## config.mk

```make
export PLATFORM = sky130hd
export DESIGN_NAME = regpipe_elastic
export DESIGN_NICKNAME = d
export VERILOG_FILES = /design/src/rtl/regpipe_elastic.sv
export SDC_FILE = /design/constraint.sdc
export NUM_CORES = 1
export LEC_CHECK = 0
export CAP_MARGIN = 25
export CELL_PAD_IN_SITES_DETAIL_PLACEMENT = 2
export CELL_PAD_IN_SITES_GLOBAL_PLACEMENT = 2
export CORE_ASPECT_RATIO = 0.8
export CORE_MARGIN = 2
export CORE_UTILIZATION = 34
export CTS_CLUSTER_SIZE = 24
export DETAILED_ROUTE_END_ITERATION = 12
export PLACE_DENSITY_LB_ADDON = 0.1
export SETUP_SLACK_MARGIN = 0.3
export SLEW_MARGIN = 40
export SYNTH_ARGS = -nofsm -noshare
export SYNTH_HDL_FRONTEND = slang
export SYNTH_SLANG_ARGS = --single-unit
```

## constraint.sdc

```tcl
create_clock -name clk -period 4.1 [get_ports clk]
set_clock_uncertainty 0.2 [all_clocks]
set_input_delay 1.025 -clock clk [delete_from_list [all_inputs] [get_ports clk]]
set_output_delay 1.025 -clock clk [all_outputs]
set_load 0.1 [all_outputs]
```

## src/rtl/regpipe_elastic.sv

```systemverilog
// Elastic register pipeline: DEPTH stages with valid/ready handshake.
// Each stage has its own valid bit, so bubbles collapse even when the output stalls.
// Flush squashes every stage synchronously. When CLEAR_DATA is set, flush also zeroes the data.
module regpipe_elastic #(
  parameter int unsigned WIDTH      = 32,
  parameter int unsigned DEPTH      = 2,
  parameter bit          CLEAR_DATA = 1'b1
) (
  input  logic                       clk,
  input  logic                       rst,
  input  logic                       flush,
  input  logic                       in_valid,
  output logic                       in_ready,
  input  logic [WIDTH-1:0]           in_data,
  output logic                       out_valid,
  input  logic                       out_ready,
  output logic [WIDTH-1:0]           out_data,
  output logic [$clog2(DEPTH+1)-1:0] occupancy
);

  localparam int unsigned CntW = $clog2(DEPTH + 1);

  logic [DEPTH-1:0]            valid_q, valid_d;
  logic [DEPTH-1:0][WIDTH-1:0] data_q, data_d;
  logic [CntW-1:0]             occ_q, occ_d;
  logic [DEPTH-1:0]            adv;

  // Advance chain: a stage may load if it is empty or the stage after it moves.
  always_comb begin
    adv            = '0;
    adv[DEPTH-1]   = ~valid_q[DEPTH-1] | out_ready;
    for (int i = int'(DEPTH) - 2; i >= 0; i--) begin
      adv[i] = ~valid_q[i] | adv[i+1];
    end
  end

  // Next state for the stage registers. Flush has priority over normal movement.
  always_comb begin
    valid_d = valid_q;
    data_d  = data_q;
    if (flush) begin
      valid_d = '0;
      if (CLEAR_DATA) begin
        data_d = '0;
      end
    end else begin
      if (adv[0]) begin
        valid_d[0] = in_valid;
        // A bubble does not overwrite data, so out_data keeps its last value when empty.
        if (in_valid) begin
          data_d[0] = in_data;
        end
      end
      for (int i = 1; i < int'(DEPTH); i++) begin
        if (adv[i]) begin
          valid_d[i] = valid_q[i-1];
          if (valid_q[i-1]) begin
            data_d[i] = data_q[i-1];
          end
        end
      end
    end
  end

  // Occupancy is registered, so it is computed as the popcount of the next valid vector.
  always_comb begin
    occ_d = '0;
    for (int i = 0; i < int'(DEPTH); i++) begin
      occ_d = occ_d + CntW'(valid_d[i]);
    end
  end

  // State registers with asynchronous active-low reset.
  always_ff @(posedge clk or negedge rst) begin
    if (!rst) begin
      valid_q <= '0;
      data_q  <= '0;
      occ_q   <= '0;
    end else begin
      valid_q <= valid_d;
      data_q  <= data_d;
      occ_q   <= occ_d;
    end
  end

  // Handshake outputs. Flush blocks transfers in both directions for that cycle.
  always_comb begin
    in_ready  = adv[0] & ~flush;
    out_valid = valid_q[DEPTH-1] & ~flush;
    out_data  = data_q[DEPTH-1];
    occupancy = occ_q;
  end

endmodule

```

# Word level (Yosys, flattened, before mapping)

Index checks and enable logic that the tools add are counted.

Flip-flop bits (word level): 68
Input bits: 37
Output and inout port bits: 36
Logic and storage cells: 26

Add/sub/neg operators: 1
Mux-type cells: 8
Bitwise operators: 7
Reduce and logical (&&, ||, !) cells: 6

Operator list:

| kind                 | count |
|---|---|
| two-way mux 32 bit   | 4 |
| two-way mux 64 bit   | 1 |
| nonzero test 2 bit   | 4 |
| AND reduction 2 bit  | 2 |
| NOT 1 bit            | 3 |
| adder 1 x 1 -> 2 bit | 1 |
| AND 1 bit            | 2 |
| two-way mux 1 bit    | 2 |
| two-way mux 2 bit    | 1 |
| bitwise OR 1 bit     | 2 |

# Logic depth before layout (Yosys ltp)

Gate-level depths: netlist of the first run.

Word-level depth: 6
Mapped depth: 6
Gate-level depth less buffers: 4

# Least setup slack after synthesis of the first run

OpenSTA, ideal clock, no wires.

Path kind: in2out
From: in flush
To: out in_ready
Arrival time: 3.001 ns
Data required time: 2.875 ns
Path slack: -0.126 ns
Stages: 4
Path buffers: 3
Cells stage by stage: buf_2 -> buf_2 -> clkbuf_1 -> a21oi_1

Word-level cells in the longest chain between the ends: 2

Ends and longest elaborated chain:

| element     | RTL line | RTL |
|---|---|---|
| from (decl) | 11       | `input logic flush,` |
| NOT 1 bit   | 88       | `in_ready = adv[0] & ~flush;` |
| AND 1 bit   | 88       |  |
| to (decl)   | 13       | `output logic in_ready,` |

Every way passes these cells.

# Worst setup path in the final report of the first run

From: in out_ready
To: out in_ready

Word-level cells in the longest chain between the ends: 3

Ends and longest elaborated chain:

| element          | RTL line | RTL |
|---|---|---|
| from (decl)      | 16       | `input logic out_ready,` |
| bitwise OR 1 bit | 31       | `adv[DEPTH-1] = ~valid_q[DEPTH-1] \| out_ready;` |
| bitwise OR 1 bit | 33       | `adv[i] = ~valid_q[i] \| adv[i+1];` |
| AND 1 bit        | 88       |  |

Every way passes these cells.

==> flow_metrics.env, run 1 <==
export IMPL_worst_skew_pair_late_latency_ns=0.33
export IMPL_end_kind="output pin"
export IMPL_postCtsResizedCells=0
export IMPL_global_route_wire_length_before_repair_um=14900
export IMPL_fin_nets=396
export IMPL_outcome="complete, no violations"
export IMPL_vias_per_cell=4.93
export IMPL_drt_antenna_violating_nets=0
export IMPL_gr_total_overflow=0
export IMPL_cts_repair_timing_setup_buffer_count=0
export IMPL_synth_top_flop_cell="sky130_fd_sc_hd__dfrtp_1"
export IMPL_timing_worst_setup_path_type="in2out"
export IMPL_final_critical_path_setup_slack_ns=0.896
export IMPL_synth_async_reset_ratio_pct=100
export IMPL_maximum_number_of_pins_on_one_net_before_global_route_repair=86
export IMPL_synth_cells=331
export IMPL_clock_sinks=68
export IMPL_drt_initial_drc_count=88
export IMPL_h_tree_depth=3
export IMPL_die_y_um=93.4
export IMPL_netlist_top_cells_area="sky130_fd_sc_hd__dfrtp_1 (50%), sky130_fd_sc_hd__nand2b_1 (12%), sky130_fd_sc_hd__mux2i_1 (9.4%), sky130_fd_sc_hd__buf_4 (7.1%), sky130_fd_sc_hd__a21oi_1 (5.2%)"
export IMPL_worst_path_buf_inv=2
export IMPL_vias=2462
export IMPL_synth_most_common_cell="sky130_fd_sc_hd__dfrtp_1"
export IMPL_finalCritPeriodShare_pct=78.1
export IMPL_share_of_layout_cells_above_drive_strength_1_pct=17.4
export IMPL_chipWidth_um=116
export IMPL_timing_max_slew_rel_slack_pct=53.3
export IMPL_yosysTopAreaCellShare_pct=50.1
export IMPL_worst_setup_path_start_kind="input port"
export IMPL_clock_pin_transition_on_the_worst_setup_and_hold_timing_paths_ns=0.06
export IMPL_finalHoldViolCount=0
export IMPL_post_synth_top_area_cell="sky130_fd_sc_hd__dfrtp_1"
export IMPL_max_vdd_ir_drop_v=0.000236
export IMPL_hold_path_class="reg2reg"
export IMPL_ys_seq_elements=68
export IMPL_grt_antenna_before_repair=0
export IMPL_floorplan_initialDensity_pct=35.1
export IMPL_critical_path_top_delay_family="buffers and inverters"
export IMPL_worst_path_largest_cell_delay_ns=0.52
export IMPL_finalWeightedCongestion=0.679
export IMPL_num_io_pins=73
export IMPL_design_core_area_mm2=0.00969
export IMPL_dpl_worst_slack_ns=0.844
export IMPL_ctsRootBufferMaster="sky130_fd_sc_hd__clkbuf_16"
export IMPL_rsz0062_at_grt="false"
export IMPL_post_route_drc_violation_count=0
export IMPL_cts_made_buffers=9
export IMPL_grt_usage_pct=18.1
export IMPL_area_growth_synth_to_final_pct=20.2
export IMPL_crit_chain="clkdlybuf4s50_1, nor2b_4, a21oi_2, buf_12"
export IMPL_cap_viol_max_count=0
export IMPL_synth_top_cells_by_count="sky130_fd_sc_hd__dfrtp_1 (68), sky130_fd_sc_hd__nand2b_1 (64), sky130_fd_sc_hd__a21oi_1 (35)"
export IMPL_synth_lib_cells_used_distinct=19
export IMPL_tritoncts="built"
export IMPL_drt_first_pass_iters=4
export IMPL_placementRows=32
export IMPL_final_max_slew_violation_count=0
export IMPL_post_layout_min_period_ns=3.20
export IMPL_synth_enable_flop_cells=0
export IMPL_static_leakage_uw=0.00186
export IMPL_setup_viol_count_final=0
export IMPL_timing_worst_slew_pin_value_ns=0.700
export IMPL_buffer_ports_inserted=72
export IMPL_cts_buffer_depth=2
export IMPL_antennaDiodeCount=0
export IMPL_detail_route_wl_per_cell_um=18.2
export IMPL_synth_nets=369
export IMPL_cts_hold_repair_buffers=0
export IMPL_fmax_ghz=0.312
export IMPL_yosysWarnings=0
export IMPL_critical_path_arrival_ns=1.98
export IMPL_mapped_cell_area_mm2=0.00340
export IMPL_required_ns=2.87
export IMPL_cp_max_fo=2
export IMPL_routed_wl_um=9070
export IMPL_fp_dieArea_mm2=0.0108
export IMPL_post_synth_cell_area_avg_um2=10.3
export IMPL_synth_sequential_area_ratio_pct=50.1
export IMPL_detailed_place_hpwl_um=5290
export IMPL_first_global_vias=2762
export IMPL_setup_total_negative_slack_ns=0
export IMPL_critPathSlowestCell="sky130_fd_sc_hd__clkdlybuf4s50_1"
export IMPL_pwr_density_cell_mw_per_mm2=441
placed cells by master, fill, tap and decap left out:
cell and instances:
sky130_fd_sc_hd__inv_2 1, sky130_fd_sc_hd__a21oi_1 34, sky130_fd_sc_hd__mux2i_1 32, sky130_fd_sc_hd__nor2_1 1, sky130_fd_sc_hd__clkbuf_1 2, sky130_fd_sc_hd__bufinv_16 2, sky130_fd_sc_hd__clkinvlp_4 1, sky130_fd_sc_hd__clkbuf_16 9
sky130_fd_sc_hd__dfrtp_1 67, sky130_fd_sc_hd__ha_1 1, sky130_fd_sc_hd__a21oi_2 1, sky130_fd_sc_hd__nor2b_4 1, sky130_fd_sc_hd__nor2b_2 1, sky130_fd_sc_hd__clkinv_2 1, sky130_fd_sc_hd__buf_12 2, sky130_fd_sc_hd__buf_4 5
sky130_fd_sc_hd__nand2b_1 64, sky130_fd_sc_hd__a21boi_4 1, sky130_fd_sc_hd__or2b_1 1, sky130_fd_sc_hd__nand3_1 32, sky130_fd_sc_hd__dfrtp_2 1, sky130_fd_sc_hd__clkdlybuf4s50_1 34, sky130_fd_sc_hd__clkbuf_8 1, sky130_fd_sc_hd__buf_6 1
sky130_fd_sc_hd__o21ai_0 32, sky130_fd_sc_hd__buf_2 35
report_power, final:
| group | internal, uW | switching [uW] |
|---|---|---|
| Combinational | 80.3 | 161 |
| Clock | 548 | 289 |
| Sequential | 701 | 20.9 |
| Total | 1330 | 471 |
cell families (layout without fill, tap and decap cells):
| kind of cell | count (synthesis) | after routing | synth area share, % |
|---|---|---|---|
| simple gates | 100 | 100 | 17.4 |
| compound gates | 68 | 68 | 10.4 |
| flops | 68 | 68 | 50.1 |
| mux | 32 | 32 | 9.43 |
| fa+ha+maj | 1 | 1 | 0.368 |
| buf+inv | 62 | 94 | 12.3 |
through the flow:
step / std cells / hold WS [ns] / cell area (um^2) / total power (uW) / utilization [%]
6_report: 499 / 0.337 / 4090 / 1800 / 42.2
5_1_grt: 499 / 0.362 / 4090 / 1870 / 42.2
4_1_cts: 499 / 0.344 / 4090 / 1830 / 42.2
3_5_place_dp: 483 / 0.335 / 3770 / 977 / 38.9
3_3_place_gp: 483 / 0.320 / 3930 / 980 / 40.6
2_1_floorplan: 331 / 0.309 / 3400 / 902 / -
per-layer routing:
metal,share of wire (%),track usage [%]
met5,0,0
met3,4.1,5.06
met4,2.1,6.45
met2,46,27.7
met1,48,24.6
worst register-to-register path, cell delays in order, from the launching register on:
cell	delay (ns)
sky130_fd_sc_hd__dfrtp_2	0.61
sky130_fd_sc_hd__buf_4	0.30
sky130_fd_sc_hd__inv_2	0.48
sky130_fd_sc_hd__a21oi_1	0.20
sky130_fd_sc_hd__ha_1	0.31
layout make-up:
class / count / area, um^2
clock buffers: 12 / 246
clock inverters: 4 / 72.6
fillers: 1053 / 5600
inverters: 1 / 3.75
multi-input cells: 201 / 1280
flip-flops and latches: 68 / 1700
well taps: 136 / 170
repair buffers: 77 / 604
flip-flops by register name (all words and copies together) (netlist names):
register	cells
data_q	32
occupancy	2
out_data	32
valid_q	2
worst paths after layout:
| path | depth (start not counted) | from | slack [ns] | endpoint |
|---|---|---|---|---|
| max | 4 | out_ready | 0.90 | in_ready |
| min | 2 | data_q[6]$_DFFE_PN0P_ | 0.34 | out_data[6]$_DFFE_PN0P_ |
| max reg2reg | 4 | valid_q[0]$_DFF_PN0_ | 1.88 | occupancy[0]$_DFF_PN0_ |
| min reg2reg | 2 | data_q[6]$_DFFE_PN0P_ | 0.34 | out_data[6]$_DFFE_PN0P_ |
| max in group asynchronous | 1 | rst | 2.68 | valid_q[0]$_DFF_PN0_ |
| min in group asynchronous | 1 | rst | 0.47 | out_data[5]$_DFFE_PN0P_ |
(Power assumes the default switching activity.)
==> run 2: changes to the inputs <==
CORE_UTILIZATION = 32   (was 34)
clock period = 3 ns   (was 4.1 ns; I/O delays follow)
==> run 2 against run 1 <==
Compared with the run above: via count shrank 0.57%; critical path depth is the same; non-clock buffer count grew 4; sequential power grew 36%; setup slack lost 0.53 ns; critical endpoint unchanged; routed wire length shrank 0.95%.
==> flow_metrics.env, run 2 (synthesis results as in run 1) <==
export IMPL_met3RoutedLength_um=392
export IMPL_postCtsResizedCells=0
export IMPL_first_global_vias=2795
export IMPL_finalHoldViolCount=0
export IMPL_drt_antenna_violating_nets=0
export IMPL_drt_first_pass_iters=4
export IMPL_global_route_wire_length_before_repair_um=15000
export IMPL_cts_hold_repair_buffers=0
export IMPL_buffer_ports_inserted=72
export IMPL_cp_max_fo=2
export IMPL_placementRows=33
export IMPL_fp_dieArea_mm2=0.0115
export IMPL_rsz0062_at_grt="false"
export IMPL_clock_pin_transition_on_the_worst_setup_and_hold_timing_paths_ns=0.05
export IMPL_final_core_util_pct=40.9
export IMPL_finalCritPeriodShare_pct=87.8
export IMPL_fin_nets=400
export IMPL_vias_per_cell=4.84
export IMPL_fmax_ghz=0.380
export IMPL_drt_initial_drc_count=115
export IMPL_floorplan_initialDensity_pct=33.1
export IMPL_pwr_density_cell_mw_per_mm2=573
export IMPL_area_growth_synth_to_final_pct=23.8
export IMPL_critical_path_top_delay_family="buffers and inverters"
export IMPL_grt_usage_pct=17.1
export IMPL_share_of_layout_cells_above_drive_strength_1_pct=17.5
export IMPL_vias=2448
export IMPL_required_ns=2.05
export IMPL_antennaDiodeCount=0
export IMPL_routed_wl_um=8980
export IMPL_die_y_um=96.2
export IMPL_wl_met1_um=4260
export IMPL_grt_antenna_before_repair=0
export IMPL_worst_setup_path_start_kind="input port"
export IMPL_timing_worst_setup_path_type="in2out"
export IMPL_setup_viol_count_final=0
export IMPL_num_io_pins=73
export IMPL_post_layout_min_period_ns=2.63
export IMPL_cap_viol_max_count=0
export IMPL_cts_repair_timing_setup_buffer_count=0
export IMPL_fillers=1101
export IMPL_final_max_slew_violation_count=0
export IMPL_design_core_area_mm2=0.0103
export IMPL_gr_total_overflow=0
export IMPL_static_leakage_uw=0.00188
export IMPL_detailed_place_hpwl_um=5340
export IMPL_hold_path_class="in2async"
export IMPL_worst_skew_pair_late_latency_ns=0.33
export IMPL_critPathSlowestCell="sky130_fd_sc_hd__clkdlybuf4s50_1"
export IMPL_tritoncts="built"
export IMPL_cts_made_buffers=9
export IMPL_dr_max_layer_used="met4"
export IMPL_worst_path_buf_inv=2
export IMPL_crit_chain="clkdlybuf4s50_1, nor2b_4, a21oi_4, buf_12"
export IMPL_finalWeightedCongestion=0.664
export IMPL_timing_worst_slew_pin_value_ns=0.752
export IMPL_h_tree_depth=3
export IMPL_timing_max_slew_rel_slack_pct=49.9
export IMPL_place_detailed_instances=491
export IMPL_setup_total_negative_slack_ns=0
export IMPL_ctsRootBufferMaster="sky130_fd_sc_hd__clkbuf_16"
export IMPL_detail_route_wl_per_cell_um=17.7
export IMPL_cts_buffer_depth=2
export IMPL_layoutNonFillerInstCount=506
export IMPL_dr_wl_met2_um=4230
export IMPL_most_frequent_cells_in_the_layout="sky130_fd_sc_hd__dfrtp_1 (68), sky130_fd_sc_hd__nand2b_1 (64), sky130_fd_sc_hd__buf_4 (42)"
export IMPL_end_kind="output pin"
export IMPL_post_route_drc_violation_count=0
export IMPL_clock_sinks=68
export IMPL_chipWidth_um=119
export IMPL_final_common_cell="sky130_fd_sc_hd__dfrtp_1"
export IMPL_maximum_number_of_pins_on_one_net_before_global_route_repair=89
export IMPL_max_vdd_ir_drop_v=0.000222
export IMPL_worst_path_largest_cell_delay_ns=0.52
export IMPL_outcome="complete, no violations"
export IMPL_critical_path_arrival_ns=1.68
==> run 2: metrics by stage <==
step	hold slack [ns]	power [uW]	setup WS (ns)	cell area [um^2]
4_1_cts	0.249	2460	0.356	4210
2_1_floorplan	0.254	1230	0.203	3420
6_report	0.237	2410	0.366	4210
5_1_grt	0.265	2520	0.334	4210
3_3_place_gp	0.324	1340	0.363	3900
3_5_place_dp	0.328	1350	0.359	3900
==> run 2: power by group <==
group          switching, uW  internal (uW)
Combinational            224            122
Clock                    372            707
Sequential              26.3            958
Total                    622           1790
==> run 2: area by class of cell <==
class	instances	area, um^2	area share [%]
multi-input combinational	201	1300	30.8
timing repair buffer	81	726	17.2
clock buffer	14	274	6.51
tap	140	175	4.16
clock inverter	1	30.0	0.714
sequential	68	1700	40.4
inverter	1	3.75	0.0892
==> run 2: layer usage <==
layer / up-vias / global-route usage (%)
li1: 1139 / -
met1: 1250 / 22.6
met2: 50 / 27.7
met3: 9 / 4.38
met4: 0 / 5.65
met5: - / 0
==> run 2: path summary, 6_finish.rpt <==
| check | from | to | slack [ns] | depth (start not counted) |
|---|---|---|---|---|
| min reg2reg | data_q[4]$_DFFE_PN0P_ | out_data[4]$_DFFE_PN0P_ | 0.33 | 2 |
| min in group clk | data_q[4]$_DFFE_PN0P_ | out_data[4]$_DFFE_PN0P_ | 0.33 | 2 |
| max reg2reg | valid_q[0]$_DFF_PN0_ | out_data[31]$_DFFE_PN0P_ | 1.10 | 4 |
| min | rst | data_q[0]$_DFFE_PN0P_ | 0.24 | 1 |
| max | out_ready | in_ready | 0.37 | 4 |
| max in group asynchronous | rst | data_q[16]$_DFFE_PN0P_ | 1.63 | 2 |
==> run 3: changes to the inputs <==
CORE_MARGIN = 4   (was 2)
==> run 3 against run 2 <==
Compared with the run above: cell count did not move; design area is essentially flat; clock-buffer cell count fell by 2; core utilization fell by 0.15 points; first-iteration DRC count is 1.7% higher; die area grew 7.7%; sequential power is essentially flat; setup slack improved by 0.00091 ns.
==> flow_metrics.env, run 3 (synthesis results as in run 1) <==
export IMPL_required_ns=2.05
export IMPL_buffer_ports_inserted=72
export IMPL_h_tree_depth=3
export IMPL_outcome="complete, no violations"
export IMPL_final_critical_path_setup_slack_ns=0.367
export IMPL_use_met3_pct=4.73
export IMPL_worst_skew_pair_late_latency_ns=0.32
export IMPL_r2r_start="valid_q[0]$_DFF_PN0_"
export IMPL_detailed_place_hpwl_um=5570
export IMPL_cts_made_buffers=9
export IMPL_drt_first_pass_iters=4
export IMPL_floorplan_initialDensity_pct=32.9
export IMPL_clock_sinks=68
export IMPL_tritoncts="built"
export IMPL_fp_dieArea_mm2=0.0123
export IMPL_maximum_number_of_pins_on_one_net_before_global_route_repair=80
export IMPL_critPathSlowestCell="sky130_fd_sc_hd__clkdlybuf4s50_1"
export IMPL_finalCritPeriodShare_pct=87.8
export IMPL_cts_buffer_depth=2
export IMPL_area_growth_synth_to_final_pct=23.9
export IMPL_final_core_util_pct=40.8
export IMPL_fmax_ghz=0.380
export IMPL_rsz0062_at_grt="false"
export IMPL_share_of_layout_cells_above_drive_strength_1_pct=17.5
export IMPL_fraction_of_met2_tracks_used_by_global_routing_pct=24.1
export IMPL_final_hold_worst_slack_ns=0.223
export IMPL_postCtsResizedCells=0
export IMPL_most_frequent_cells_in_the_layout="sky130_fd_sc_hd__dfrtp_1 (68), sky130_fd_sc_hd__nand2b_1 (64), sky130_fd_sc_hd__buf_4 (42)"
export IMPL_finalHoldViolCount=0
export IMPL_end_kind="output pin"
export IMPL_cp_max_fo=2
export IMPL_post_route_drc_violation_count=0
export IMPL_setup_total_negative_slack_ns=0
export IMPL_fin_nets=399
export IMPL_worst_path_largest_cell_delay_ns=0.52
export IMPL_timing_max_slew_rel_slack_pct=54.0
export IMPL_timing_worst_slew_pin_value_ns=0.690
export IMPL_worst_setup_path_start_kind="input port"
export IMPL_cap_viol_max_count=0
export IMPL_cts_repair_timing_setup_buffer_count=0
export IMPL_regToRegEndpoint="out_data[20]$_DFFE_PN0P_"
export IMPL_timing_worst_setup_path_type="in2out"
export IMPL_die_y_um=100
export IMPL_ctsRootBufferMaster="sky130_fd_sc_hd__clkbuf_16"
export IMPL_critical_path_arrival_ns=1.68
export IMPL_chipWidth_um=123
export IMPL_post_layout_min_period_ns=2.63
export IMPL_cts_hold_repair_buffers=0
export IMPL_crit_chain="clkdlybuf4s50_1, nor2b_4, a21oi_4, buf_12"
export IMPL_drt_antenna_violating_nets=0
export IMPL_placementRows=33
export IMPL_static_leakage_uw=0.00188
export IMPL_grt_busiest_layer="met2"
export IMPL_drt_initial_drc_count=117
export IMPL_finalWeightedCongestion=0.692
export IMPL_final_max_slew_violation_count=0
export IMPL_grt_usage_pct=15.4
export IMPL_clock_pin_transition_on_the_worst_setup_and_hold_timing_paths_ns=0.06
export IMPL_grt_antenna_before_repair=0
export IMPL_met1_usage_pct=21.4
export IMPL_vias_per_cell=4.75
export IMPL_worst_r2r_cell_count=4
export IMPL_routed_wl_um=8950
export IMPL_pwr_density_cell_mw_per_mm2=582
export IMPL_max_vdd_ir_drop_v=0.000242
export IMPL_totalPowerFinal_uw=2450
export IMPL_critical_path_top_delay_family="buffers and inverters"
export IMPL_setup_viol_count_final=0
export IMPL_vias=2402
export IMPL_worst_path_buf_inv=2
export IMPL_final_common_cell="sky130_fd_sc_hd__dfrtp_1"
export IMPL_design_core_area_mm2=0.0103
export IMPL_dpl_worst_slack_ns=0.316
export IMPL_num_io_pins=73
export IMPL_global_route_wire_length_before_repair_um=14600
export IMPL_first_global_vias=2666
export IMPL_gr_total_overflow=0
export IMPL_antennaDiodeCount=0
export IMPL_r2r_slack_ns=1.01
export IMPL_detail_route_wl_per_cell_um=17.7
export IMPL_hold_path_class="in2async"
run 3: cell count changes in the layout (fill, tap and decap cells not counted):
cell                         previous run  this run
sky130_fd_sc_hd__clkbuf_8               3         1
sky130_fd_sc_hd__clkinv_2               0         1
sky130_fd_sc_hd__buf_2                  2         1
sky130_fd_sc_hd__clkinvlp_4             0         1
sky130_fd_sc_hd__buf_6                  0         1
sky130_fd_sc_hd__bufinv_16              1         2
sky130_fd_sc_hd__buf_12                 3         2
run 3: per-stage QoR:
step	instance area [um^2]	std cells
after global placement	3890	490
final	4210	506
after floorplan	3420	331
after CTS	4210	506
after detailed placement	3890	490
after global routing	4210	506
run 3: layout make-up:
class | instances | area (um^2)
clock buffer | 12 | 246
multi-input combinational | 201 | 1300
fill | 1105 | 6110
tap | 140 | 175
inverter | 1 | 3.75
sequential | 68 | 1700
clock inverter | 4 | 72.6
timing repair buffer | 80 | 712
run 3: metal layers:
metal,wire length [um],up-vias
li1,-,1138
met1,4320,1211
met2,4190,47
met3,381,6
met4,59,0
met5,0,-
run 3: worst reg2reg max path, stage by stage (launching register included):
cell	delay (ns)
sky130_fd_sc_hd__dfrtp_1	0.50
sky130_fd_sc_hd__inv_1	0.57
sky130_fd_sc_hd__buf_4	0.33
sky130_fd_sc_hd__o21ai_0	0.13
sky130_fd_sc_hd__a21oi_1	0.18
run 3: power by group:
group | leakage (uW) | switching (uW) | total, uW | internal, uW
logic | 0.000803 | 223 | 343 | 120
clock network | 0.000153 | 375 | 1120 | 749
registers | 0.000921 | 25.5 | 984 | 958
run 3: how the worst max path moves through the flow:
stage                   start                      to  depth (start not counted)
finish              out_ready                in_ready                          4
global route        out_ready                in_ready                          4
CTS                 out_ready                in_ready                          4
detailed placement  out_ready  occupancy[0]$_DFF_PN0_                          6
global placement    out_ready                in_ready                          4
floorplan               flush                in_ready                          4
